**config.mk**
```make
export PLATFORM = sky130hd
export DESIGN_NAME = mist1032sa_async_fifo_write_ctrl_flat
export DESIGN_NICKNAME = d
export VERILOG_FILES = /design/src/rtl/mist1032sa_async_fifo_pkg.sv /design/src/rtl/mist1032sa_async_fifo_write_ctrl_if.sv /design/src/rtl/mist1032sa_async_fifo_gray_counter.sv /design/src/rtl/mist1032sa_async_fifo_write_ctrl.sv /design/src/flat_wrapper.sv
export SDC_FILE = /design/constraint.sdc
export NUM_CORES = 1
export LEC_CHECK = 0
export ABC_AREA = 1
export CORE_MARGIN = 5
export CORE_UTILIZATION = 35
export DETAILED_ROUTE_END_ITERATION = 8
export GPL_TIMING_DRIVEN = 0
export PLACE_DENSITY_LB_ADDON = 0.3
export SETUP_SLACK_MARGIN = 0.02
export SLEW_MARGIN = 20
export SYNTH_ARGS = -nofsm -noshare
export SYNTH_HDL_FRONTEND = slang
export SYNTH_SLANG_ARGS = --single-unit
export TNS_END_PERCENT = 5
```
**constraint.sdc**
```tcl
create_clock -name iCLOCK -period 2.6 [get_ports iCLOCK]
set_clock_uncertainty 0.05 [all_clocks]
set_input_delay 0.26 -clock iCLOCK [delete_from_list [all_inputs] [get_ports iCLOCK]]
set_output_delay 0.26 -clock iCLOCK [all_outputs]
set_load 0.01 [all_outputs]
```
**src/rtl/mist1032sa_async_fifo_pkg.sv**
```systemverilog
// Shared helpers for the asynchronous FIFO write and read controllers.
//   DEPTH_N_DEF : default address width (FIFO depth = 2^DEPTH_N_DEF)
//   PTR_W       : pointer width for the default depth (one wrap bit on top)
//   bin2gray / gray2bin : pointer code conversions. They work on a 32-bit
//   carrier, so any pointer up to 32 bits wide is zero-extended in and the
//   result is cast back to the pointer width by the caller. Leading zeros
//   map to leading zeros in both directions, so the narrow result is exact.
package mist1032sa_async_fifo_pkg;

  localparam int DEPTH_N_DEF = 4;
  localparam int PTR_W       = DEPTH_N_DEF + 1;
  localparam int GRAY_MAX_W  = 32;

  function automatic logic [GRAY_MAX_W-1:0] bin2gray(input logic [GRAY_MAX_W-1:0] b);
    return b ^ (b >> 1);
  endfunction

  function automatic logic [GRAY_MAX_W-1:0] gray2bin(input logic [GRAY_MAX_W-1:0] g);
    logic [GRAY_MAX_W-1:0] b;
    b[GRAY_MAX_W-1] = g[GRAY_MAX_W-1];
    for (int i = GRAY_MAX_W - 2; i >= 0; i--) begin
      b[i] = b[i+1] ^ g[i];
    end
    return b;
  endfunction

endpackage

```
**src/rtl/mist1032sa_async_fifo_write_ctrl_if.sv**
```systemverilog
// Write-side bus of the asynchronous FIFO.
// Handshake: iWR_REQ is a request qualified by the registered oWR_FULL,
// which acts as an inverted ready. A write is accepted in the cycle where
// iWR_REQ=1 and oWR_FULL=0; a request while full is dropped (and flagged as
// overflow), it is not held or retried by the controller.
//   master : producer / environment (drives request, data, synced read ptr)
//   slave  : write controller (drives status, Gray pointer and RAM port)
interface mist1032sa_async_fifo_write_ctrl_if #(
  parameter int D_N     = 32,
  parameter int DEPTH_N = 4
);
  logic               iWR_REQ;
  logic [D_N-1:0]     iWR_DATA;
  logic [DEPTH_N:0]   iRD_GRAY_PTR_SYNC;
  logic               oWR_FULL;
  logic               oWR_ALMOST_FULL;
  logic [DEPTH_N:0]   oWR_COUNT;
  logic               oWR_OVERFLOW;
  logic [DEPTH_N:0]   oWR_GRAY_PTR;
  logic               oMEM_WR_EN;
  logic [DEPTH_N-1:0] oMEM_WR_ADDR;
  logic [D_N-1:0]     oMEM_WR_DATA;

  modport master (
    output iWR_REQ, iWR_DATA, iRD_GRAY_PTR_SYNC,
    input  oWR_FULL, oWR_ALMOST_FULL, oWR_COUNT, oWR_OVERFLOW,
    input  oWR_GRAY_PTR, oMEM_WR_EN, oMEM_WR_ADDR, oMEM_WR_DATA
  );

  modport slave (
    input  iWR_REQ, iWR_DATA, iRD_GRAY_PTR_SYNC,
    output oWR_FULL, oWR_ALMOST_FULL, oWR_COUNT, oWR_OVERFLOW,
    output oWR_GRAY_PTR, oMEM_WR_EN, oMEM_WR_ADDR, oMEM_WR_DATA
  );
endinterface

```
**src/rtl/mist1032sa_async_fifo_gray_counter.sv**
```systemverilog
// Binary + Gray pointer pair for one side of the asynchronous FIFO.
//   iCLOCK, iRESET : clock, asynchronous active-high reset
//   iINC           : advance the pointer by one at the next edge
//   oGRAY          : registered Gray pointer, straight from a flop (CDC safe)
//   oADDR          : RAM address = low bits of the registered binary pointer
//   oBIN_NEXT      : binary pointer value after this cycle's increment
//   oGRAY_NEXT     : Gray code of oBIN_NEXT
module mist1032sa_async_fifo_gray_counter
  import mist1032sa_async_fifo_pkg::*;
#(
  parameter int W = 5
) (
  input  logic         iCLOCK,
  input  logic         iRESET,
  input  logic         iINC,
  output logic [W-1:0] oGRAY,
  output logic [W-2:0] oADDR,
  output logic [W-1:0] oBIN_NEXT,
  output logic [W-1:0] oGRAY_NEXT
);

  logic [W-1:0] bin_q;
  logic [W-1:0] gray_q;

  // Wraps modulo 2^W; the top bit distinguishes full from empty.
  assign oBIN_NEXT  = bin_q + W'(iINC);
  assign oGRAY_NEXT = W'(bin2gray(GRAY_MAX_W'(oBIN_NEXT)));

  always_ff @(posedge iCLOCK or posedge iRESET) begin
    if (iRESET) begin
      bin_q  <= '0;
      gray_q <= '0;
    end else begin
      bin_q  <= oBIN_NEXT;
      gray_q <= oGRAY_NEXT;
    end
  end

  assign oGRAY = gray_q;
  assign oADDR = bin_q[W-2:0];

endmodule

```
**src/rtl/mist1032sa_async_fifo_write_ctrl.sv**
```systemverilog
// Write-domain controller of the asynchronous FIFO.
//   iCLOCK, iRESET : write clock, asynchronous active-high reset
//   bus (slave)    : write request/data, synchronized read Gray pointer in;
//                    full / almost-full / count / overflow status, registered
//                    Gray write pointer and RAM write port out.
// Full and count are computed against the synchronized read pointer, so they
// lag real reads by the synchronizer latency: conservative, never optimistic.
module mist1032sa_async_fifo_write_ctrl
  import mist1032sa_async_fifo_pkg::*;
#(
  parameter int D_N      = 32,
  parameter int DEPTH_N  = DEPTH_N_DEF,
  parameter int AFULL_TH = 14
) (
  input  logic iCLOCK,
  input  logic iRESET,
  mist1032sa_async_fifo_write_ctrl_if.slave bus
);

  localparam int PW = DEPTH_N + 1;
  // Full when the write pointer equals the read pointer with its two top
  // Gray bits inverted (for DEPTH_N=1 that is both bits).
  localparam logic [PW-1:0] FULL_MASK = PW'(3) << (PW - 2);

  logic          push;
  logic [PW-1:0] gray_q;
  logic [PW-1:0] bin_next;
  logic [PW-1:0] gray_next;
  logic [PW-1:0] rd_bin;
  logic [PW-1:0] count_next;
  logic          full_q;
  logic          afull_q;
  logic [PW-1:0] count_q;
  logic          ovf_q;

  // Reset gating keeps the RAM port quiet while the pointer is being cleared.
  assign push = bus.iWR_REQ & ~full_q & ~iRESET;

  mist1032sa_async_fifo_gray_counter #(.W(PW)) u_wr_ptr (
    .iCLOCK     (iCLOCK),
    .iRESET     (iRESET),
    .iINC       (push),
    .oGRAY      (gray_q),
    .oADDR      (bus.oMEM_WR_ADDR),
    .oBIN_NEXT  (bin_next),
    .oGRAY_NEXT (gray_next)
  );

  assign rd_bin     = PW'(gray2bin(GRAY_MAX_W'(bus.iRD_GRAY_PTR_SYNC)));
  assign count_next = bin_next - rd_bin;

  always_ff @(posedge iCLOCK or posedge iRESET) begin
    if (iRESET) begin
      full_q  <= 1'b0;
      afull_q <= 1'b0;
      count_q <= '0;
      ovf_q   <= 1'b0;
    end else begin
      full_q  <= (gray_next == (bus.iRD_GRAY_PTR_SYNC ^ FULL_MASK));
      afull_q <= (int'(count_next) >= AFULL_TH);
      count_q <= count_next;
      ovf_q   <= ovf_q | (bus.iWR_REQ & full_q);
    end
  end

  assign bus.oWR_FULL        = full_q;
  assign bus.oWR_ALMOST_FULL = afull_q;
  assign bus.oWR_COUNT       = count_q;
  assign bus.oWR_OVERFLOW    = ovf_q;
  assign bus.oWR_GRAY_PTR    = gray_q;
  assign bus.oMEM_WR_EN      = push;
  assign bus.oMEM_WR_DATA    = bus.iWR_DATA;

endmodule
```
**src/flat_wrapper.sv**
```systemverilog
// flat-port wrapper written by rule: the top's interface ports become plain ports
module mist1032sa_async_fifo_write_ctrl_flat import mist1032sa_async_fifo_pkg::*;
#(
  parameter int D_N      = 32,
  parameter int DEPTH_N  = DEPTH_N_DEF,
  parameter int AFULL_TH = 14
)
  (iCLOCK, iRESET, bus_iWR_REQ, bus_iWR_DATA, bus_iRD_GRAY_PTR_SYNC, bus_oWR_FULL, bus_oWR_ALMOST_FULL, bus_oWR_COUNT, bus_oWR_OVERFLOW, bus_oWR_GRAY_PTR, bus_oMEM_WR_EN, bus_oMEM_WR_ADDR, bus_oMEM_WR_DATA);
  mist1032sa_async_fifo_write_ctrl_if #(.D_N(D_N), .DEPTH_N(DEPTH_N)) bus_i ();
  input  logic iCLOCK;
  input  logic iRESET;
  input wire logic [$bits(bus_i.iWR_REQ)-1:0] bus_iWR_REQ;
  input wire logic [$bits(bus_i.iWR_DATA)-1:0] bus_iWR_DATA;
  input wire logic [$bits(bus_i.iRD_GRAY_PTR_SYNC)-1:0] bus_iRD_GRAY_PTR_SYNC;
  output wire logic [$bits(bus_i.oWR_FULL)-1:0] bus_oWR_FULL;
  output wire logic [$bits(bus_i.oWR_ALMOST_FULL)-1:0] bus_oWR_ALMOST_FULL;
  output wire logic [$bits(bus_i.oWR_COUNT)-1:0] bus_oWR_COUNT;
  output wire logic [$bits(bus_i.oWR_OVERFLOW)-1:0] bus_oWR_OVERFLOW;
  output wire logic [$bits(bus_i.oWR_GRAY_PTR)-1:0] bus_oWR_GRAY_PTR;
  output wire logic [$bits(bus_i.oMEM_WR_EN)-1:0] bus_oMEM_WR_EN;
  output wire logic [$bits(bus_i.oMEM_WR_ADDR)-1:0] bus_oMEM_WR_ADDR;
  output wire logic [$bits(bus_i.oMEM_WR_DATA)-1:0] bus_oMEM_WR_DATA;
  assign bus_i.iWR_REQ = bus_iWR_REQ;
  assign bus_i.iWR_DATA = bus_iWR_DATA;
  assign bus_i.iRD_GRAY_PTR_SYNC = bus_iRD_GRAY_PTR_SYNC;
  assign bus_oWR_FULL = bus_i.oWR_FULL;
  assign bus_oWR_ALMOST_FULL = bus_i.oWR_ALMOST_FULL;
  assign bus_oWR_COUNT = bus_i.oWR_COUNT;
  assign bus_oWR_OVERFLOW = bus_i.oWR_OVERFLOW;
  assign bus_oWR_GRAY_PTR = bus_i.oWR_GRAY_PTR;
  assign bus_oMEM_WR_EN = bus_i.oMEM_WR_EN;
  assign bus_oMEM_WR_ADDR = bus_i.oMEM_WR_ADDR;
  assign bus_oMEM_WR_DATA = bus_i.oMEM_WR_DATA;
  mist1032sa_async_fifo_write_ctrl #(.D_N(D_N), .DEPTH_N(DEPTH_N), .AFULL_TH(AFULL_TH)) u_core (.iCLOCK(iCLOCK), .iRESET(iRESET), .bus(bus_i));
endmodule
```
Word-level counts from Yosys, hierarchy flattened:

Index checks and enable logic that the tools add are counted.

* register bits: 18
* input bits: 40

* add/sub/neg operators: 2
* magnitude comparators: 1
* equality and inequality tests: 1
* bitwise gates (word level): 12

Operator list (number)
* $add 5x1->5: 1
* $eq 5x5->1: 1
* $ge 5x4->1 const B: 1
* $sub 5x5->5: 1
* $xor 5x4->5: 1
* $xor 1x1->1: 4
* $and 1x1->1: 3
* $not 1->1: 2
* $not 2->2: 1
* $or 1x1->1: 1

Depth between registers and ports, before layout:

* word-level depth: 6
* depth in mapped cells: 15
* depth with buffers taken out: 15

Modules after synthesis:

A second synthesis with hierarchy kept.

* cells, all modules: 140
* area total of the unflattened synthesis: 1187.4 sq um

By module, submodules not included
* mist1032sa_async_fifo_write_ctrl: instances 1, cells each 103, area an instance 810.8 sq um, seq. area each 200.2 sq um
* mist1032sa_async_fifo_gray_counter: instances 1, cells each 37, area an instance 376.6 sq um, seq. area each 225.2 sq um

Worst setup path before layout:

OpenSTA, ideal clock, no wires.

* path kind: input-to-reg
* start point: in iRESET
* end point: reg u_core.afull_q (netlist: u_core.bus.oWR_ALMOST_FULL)
* data arrival time: 2.467 ns
* required time: 2.428 ns
* setup slack: -0.039 ns
* stages on the path: 15
* path buffers: 0
* path through: inv_1 nand2_1 nor2_1 ha_1 ha_1 inv_1 nand2_1 nand2_1 ha_1 a21oi_1 nand2_1 xnor2_1 inv_1 nand3_1 nand3_2

* word-level cells in the longest chain between the ends: 5

Ends and longest elaborated chain
* start: declaration: line flat_wrapper.sv:11 `input logic iRESET;`
* $not 1->1: line mist1032sa_async_fifo_write_ctrl.sv:37 `assign push = bus.iWR_REQ & ~full_q & ~iRESET;`
* $and 1x1->1: line mist1032sa_async_fifo_write_ctrl.sv:37
* named net bus_oMEM_WR_EN: line flat_wrapper.sv:20 `output wire logic [$bits(bus_i.oMEM_WR_EN)-1:0] bus_oMEM_WR_EN;`
* $add 5x1->5: line mist1032sa_async_fifo_gray_counter.sv:26 `assign oBIN_NEXT = bin_q + W'(iINC);`
* named net u_core.bin_next[2]: line mist1032sa_async_fifo_write_ctrl.sv:27 `logic [PW-1:0] bin_next;`
* $sub 5x5->5: line mist1032sa_async_fifo_write_ctrl.sv:50 `assign count_next = bin_next - rd_bin;`
* named net u_core.count_next[3]: line mist1032sa_async_fifo_write_ctrl.sv:30 `logic [PW-1:0] count_next;`
* $ge 5x4->1: line mist1032sa_async_fifo_write_ctrl.sv:60 `afull_q <= (int'(count_next) >= AFULL_TH);`
* end signal: assignment: line mist1032sa_async_fifo_write_ctrl.sv:60
* end: declaration: line mist1032sa_async_fifo_write_ctrl.sv:32 `logic afull_q;`

The timed path passes the listed nets, and every way through them passes these cells.

Final worst setup path:

* start point: in iRESET
* end point: reg u_core.afull_q (netlist: u_core.bus.oWR_ALMOST_FULL)

* word-level cells in the longest chain between the ends: 5

Ends and longest elaborated chain (line)
* $not 1->1: mist1032sa_async_fifo_write_ctrl.sv:37
* $and 1x1->1: mist1032sa_async_fifo_write_ctrl.sv:37
* $add 5x1->5: mist1032sa_async_fifo_gray_counter.sv:26
* named net u_core.bin_next[1]: mist1032sa_async_fifo_write_ctrl.sv:27
* $sub 5x5->5: mist1032sa_async_fifo_write_ctrl.sv:50
* $ge 5x4->1: mist1032sa_async_fifo_write_ctrl.sv:60

The timed path passes the listed nets, and every way through them passes these cells.

==> results_dict.tcl <==
set metrics [dict create \
    status "finished clean" \
    diodes 0 \
    area_delta_synth_final_pct 56.2 \
    pin_count 90 \
    routabilityCongestion 0.743 \
    clockBufferDepth 2 \
    endpoint_kind "flip-flop" \
    grt_pass1_vias 1200 \
    fin_nets 270 \
    clockRootBuffer "clkbuf_4" \
    regArea_um2 425 \
    yosysUniqueCellTypes 18 \
    hold_viol_final 0 \
    detail_route.wl_per_cell_um 11.2 \
    dpl.hpwl_mm 2.62 \
    finalCritPeriodShare 0.924 \
    start_kind "primary input" \
    postRouteAntennaNets 0 \
    preCtsSetupSlack_ns -0.587 \
    syn_avg_cell_area_um2 7.93 \
    dieArea_um2 4880 \
    coreArea_um2 3390 \
    ir_drop_mv 0.263 \
    rsz0062_at_grt "false" \
    grt_overflow 0 \
    tightest_slew_ns 0.256 \
    clk_pin_slew_ns 0.11 \
    arrival_ns 2.58 \
    netlist_area_um2 1250 \
    fillers 297 \
    wl_mm 3.00 \
    vias 1166 \
    rows 21 \
    relSlewSlack 0.829 \
    cts_tree "done" \
    synthesis.nets 206 \
    finalCriticalPeriod_ns 2.40 \
    grt_max_degree 18 \
    crit_type "in2reg" \
    synth_seq_cells 17 \
    htree_num_levels 1 \
    grt_usage 0.125 \
    start_util 0.370 \
    synth_sequential_area_ratio 0.339 \
    yosysWarnings 0 \
    fmax_mhz 416 \
    firstDrtPassIters 5 \
    fin_total_pwr_mw 1.64 \
    insertion_delay_ns 0.29 \
    layout_setup_ws_ns 0.196 \
    finalSetupViolations 0 \
    r2r_setup_slack_ns 0.33 \
    numClockSinks 17 \
    hold_class "in2async" \
    cts_buffers 3 \
    drt_first_iter_violations 37 \
    die_w_um 69.9 \
    drc_errors 0 \
    multiInputGateArea_um2 531 \
    p_leak_nw 1.00 \
    routed_via_density 4.37 \
    layout-drive-gt1-share 0.240 \
    die_h_um 69.9 \
    cp.required_ns 2.78 \
    powerDensity_nw_per_um2 838 \
    maxCapViolCount 0 \
    crit_path_max_fanout 4 \
    antenna_found_initial 0 \
    grt_pass1_wl_mm 5.02 \
    numPortBuffers 57 \
    slew_viol_final 0 \
    synthCells 158 \
]
## sequential cells by signal, summed over array words and instances, names as in the netlist
register                    count
u_core.u_wr_ptr.oGRAY           4
u_core.bus.oWR_OVERFLOW         1
u_core.bus.oWR_COUNT            5
u_core.bus.oWR_ALMOST_FULL      1
u_core.bus.oWR_FULL             1
u_core.u_wr_ptr.bin_q           5
## repair_timing
| action | CTS | global route |
|---|---|---|
| gates resized for setup | 0 | 6 |
| endpoints found under the setup margin | 3 | 3 |
| hold buffers | 0 | 0 |
| buffers inserted | 1 | 1 |
| pin swaps | 0 | 1 |
## through the flow
| stage | instance area, µm² | TNS (ns) | util | cells | hold slack [ns] |
|---|---|---|---|---|---|
| floorplan | 1260 | 0 | - | 158 | 0.0478 |
| global placement | 1890 | -1.82 | 0.556 | 261 | 0.392 |
| detailed placement | 1890 | -2.02 | 0.556 | 261 | 0.394 |
| CTS | 1920 | 0 | 0.567 | 266 | 0.304 |
| global route | 1960 | 0 | 0.578 | 267 | 0.321 |
| finish | 1960 | 0 | 0.578 | 267 | 0.300 |
## where the power goes
group,total [mW],leakage [nW],internal [mW],switching (mW)
Sequential,0.470,0.207,0.393,0.0763
Combinational,1.03,0.777,0.528,0.500
Clock,0.144,0.0177,0.0572,0.0869
## routing by layer
layer | up-vias | wire, µm | global-route usage
li1 | 587 | - | -
met3 | 2 | 367 | 0.0402
met1 | 505 | 1210 | 0.138
met2 | 72 | 1390 | 0.221
met5 | - | 0 | 0
met4 | 0 | 31 | 0.0511
## path summary, 6_finish.rpt
path,from,end,cells past startpoint
setup / recovery,iRESET,u_core.bus.oWR_ALMOST_FULL$_DFF_PP0_,16
hold / removal,iRESET,u_core.u_wr_ptr.bin_q[1]$_DFF_PP0_,3
setup reg to reg,u_core.bus.oWR_FULL$_DFF_PP0_,u_core.bus.oWR_ALMOST_FULL$_DFF_PP0_,12
hold reg to reg,u_core.bus.oWR_OVERFLOW$_DFF_PP0_,u_core.bus.oWR_OVERFLOW$_DFF_PP0_,1
max in group asynchronous,iRESET,u_core.u_wr_ptr.oGRAY[0]$_DFF_PP0_,3
min in group iCLOCK,bus_iRD_GRAY_PTR_SYNC[3],u_core.bus.oWR_FULL$_DFF_PP0_,4
## cell families after synthesis
| family | share of synthesized area |
|---|---|
| adder cells (fa/ha/maj) | 0.0858 |
| XOR/XNOR | 0.0210 |
| AO/OA/AOI/OAI | 0.0140 |
| AND/OR/NAND/NOR | 0.282 |
| flip-flops | 0.339 |
| buffers and inverters | 0.257 |
## synth_stat cells (all sizes together)
library cell | count | area share
ha | 7 | 0.070
nand4 | 3 | 0.015
or2 | 2 | 0.012
inv | 22 | 0.066
nand2 | 43 | 0.15
fa | 1 | 0.016
nand3 | 20 | 0.088
dfrtp | 17 | 0.34
nor2 | 3 | 0.0090
xnor2 | 3 | 0.021
a21o | 1 | 0.0060
nand3b | 2 | 0.012
buf | 32 | 0.19
a21oi | 2 | 0.0080
## final cells by class
type | count | area share
inverters | 22 | 0.0441
repair buffers | 59 | 0.302
clock inverters | 1 | 0.00256
well taps | 46 | 0.0294
flip-flops and latches | 17 | 0.217
multi-input cells | 87 | 0.271
clock buffers | 3 | 0.0115
plain buffers | 32 | 0.123
## critical path: stages
cell	delay, ns
clkdlybuf4s50_1	0.51
clkinvlp_4	0.10
nand2_1	0.07
nor2_2	0.05
ha_1	0.23
inv_1	0.06
nand2_1	0.04
nand2_1	0.14
inv_1	0.09
fa_1	0.47
inv_1	0.07
nand2_1	0.04
nand2_1	0.05
a21oi_1	0.07
or2_1	0.26
nand3_2	0.08
## layout by cell type (no fill, tap or decap)
master,Yosys,final
a21oi_1,2,2
xnor2_2,0,1
ha_1,7,5
dlymetal6s2s_1,0,2
a21o_1,1,1
nand4_1,3,3
nand3_2,2,2
dfrtp_1,17,17
nand3b_1,2,2
xnor2_1,3,2
inv_1,22,21
nand3_1,18,18
clkbuf_4,0,3
nand2_4,1,1
clkdlybuf4s50_1,0,55
nor2_1,3,2
nand2_1,36,36
buf_4,32,34
ha_4,0,1
nand2_2,6,6
clkinvlp_4,0,1
ha_2,0,1
fa_1,1,1
or2_1,1,1
clkinv_2,0,1
nor2_2,0,1
or2_4,1,1
(Power assumes the default switching activity.)
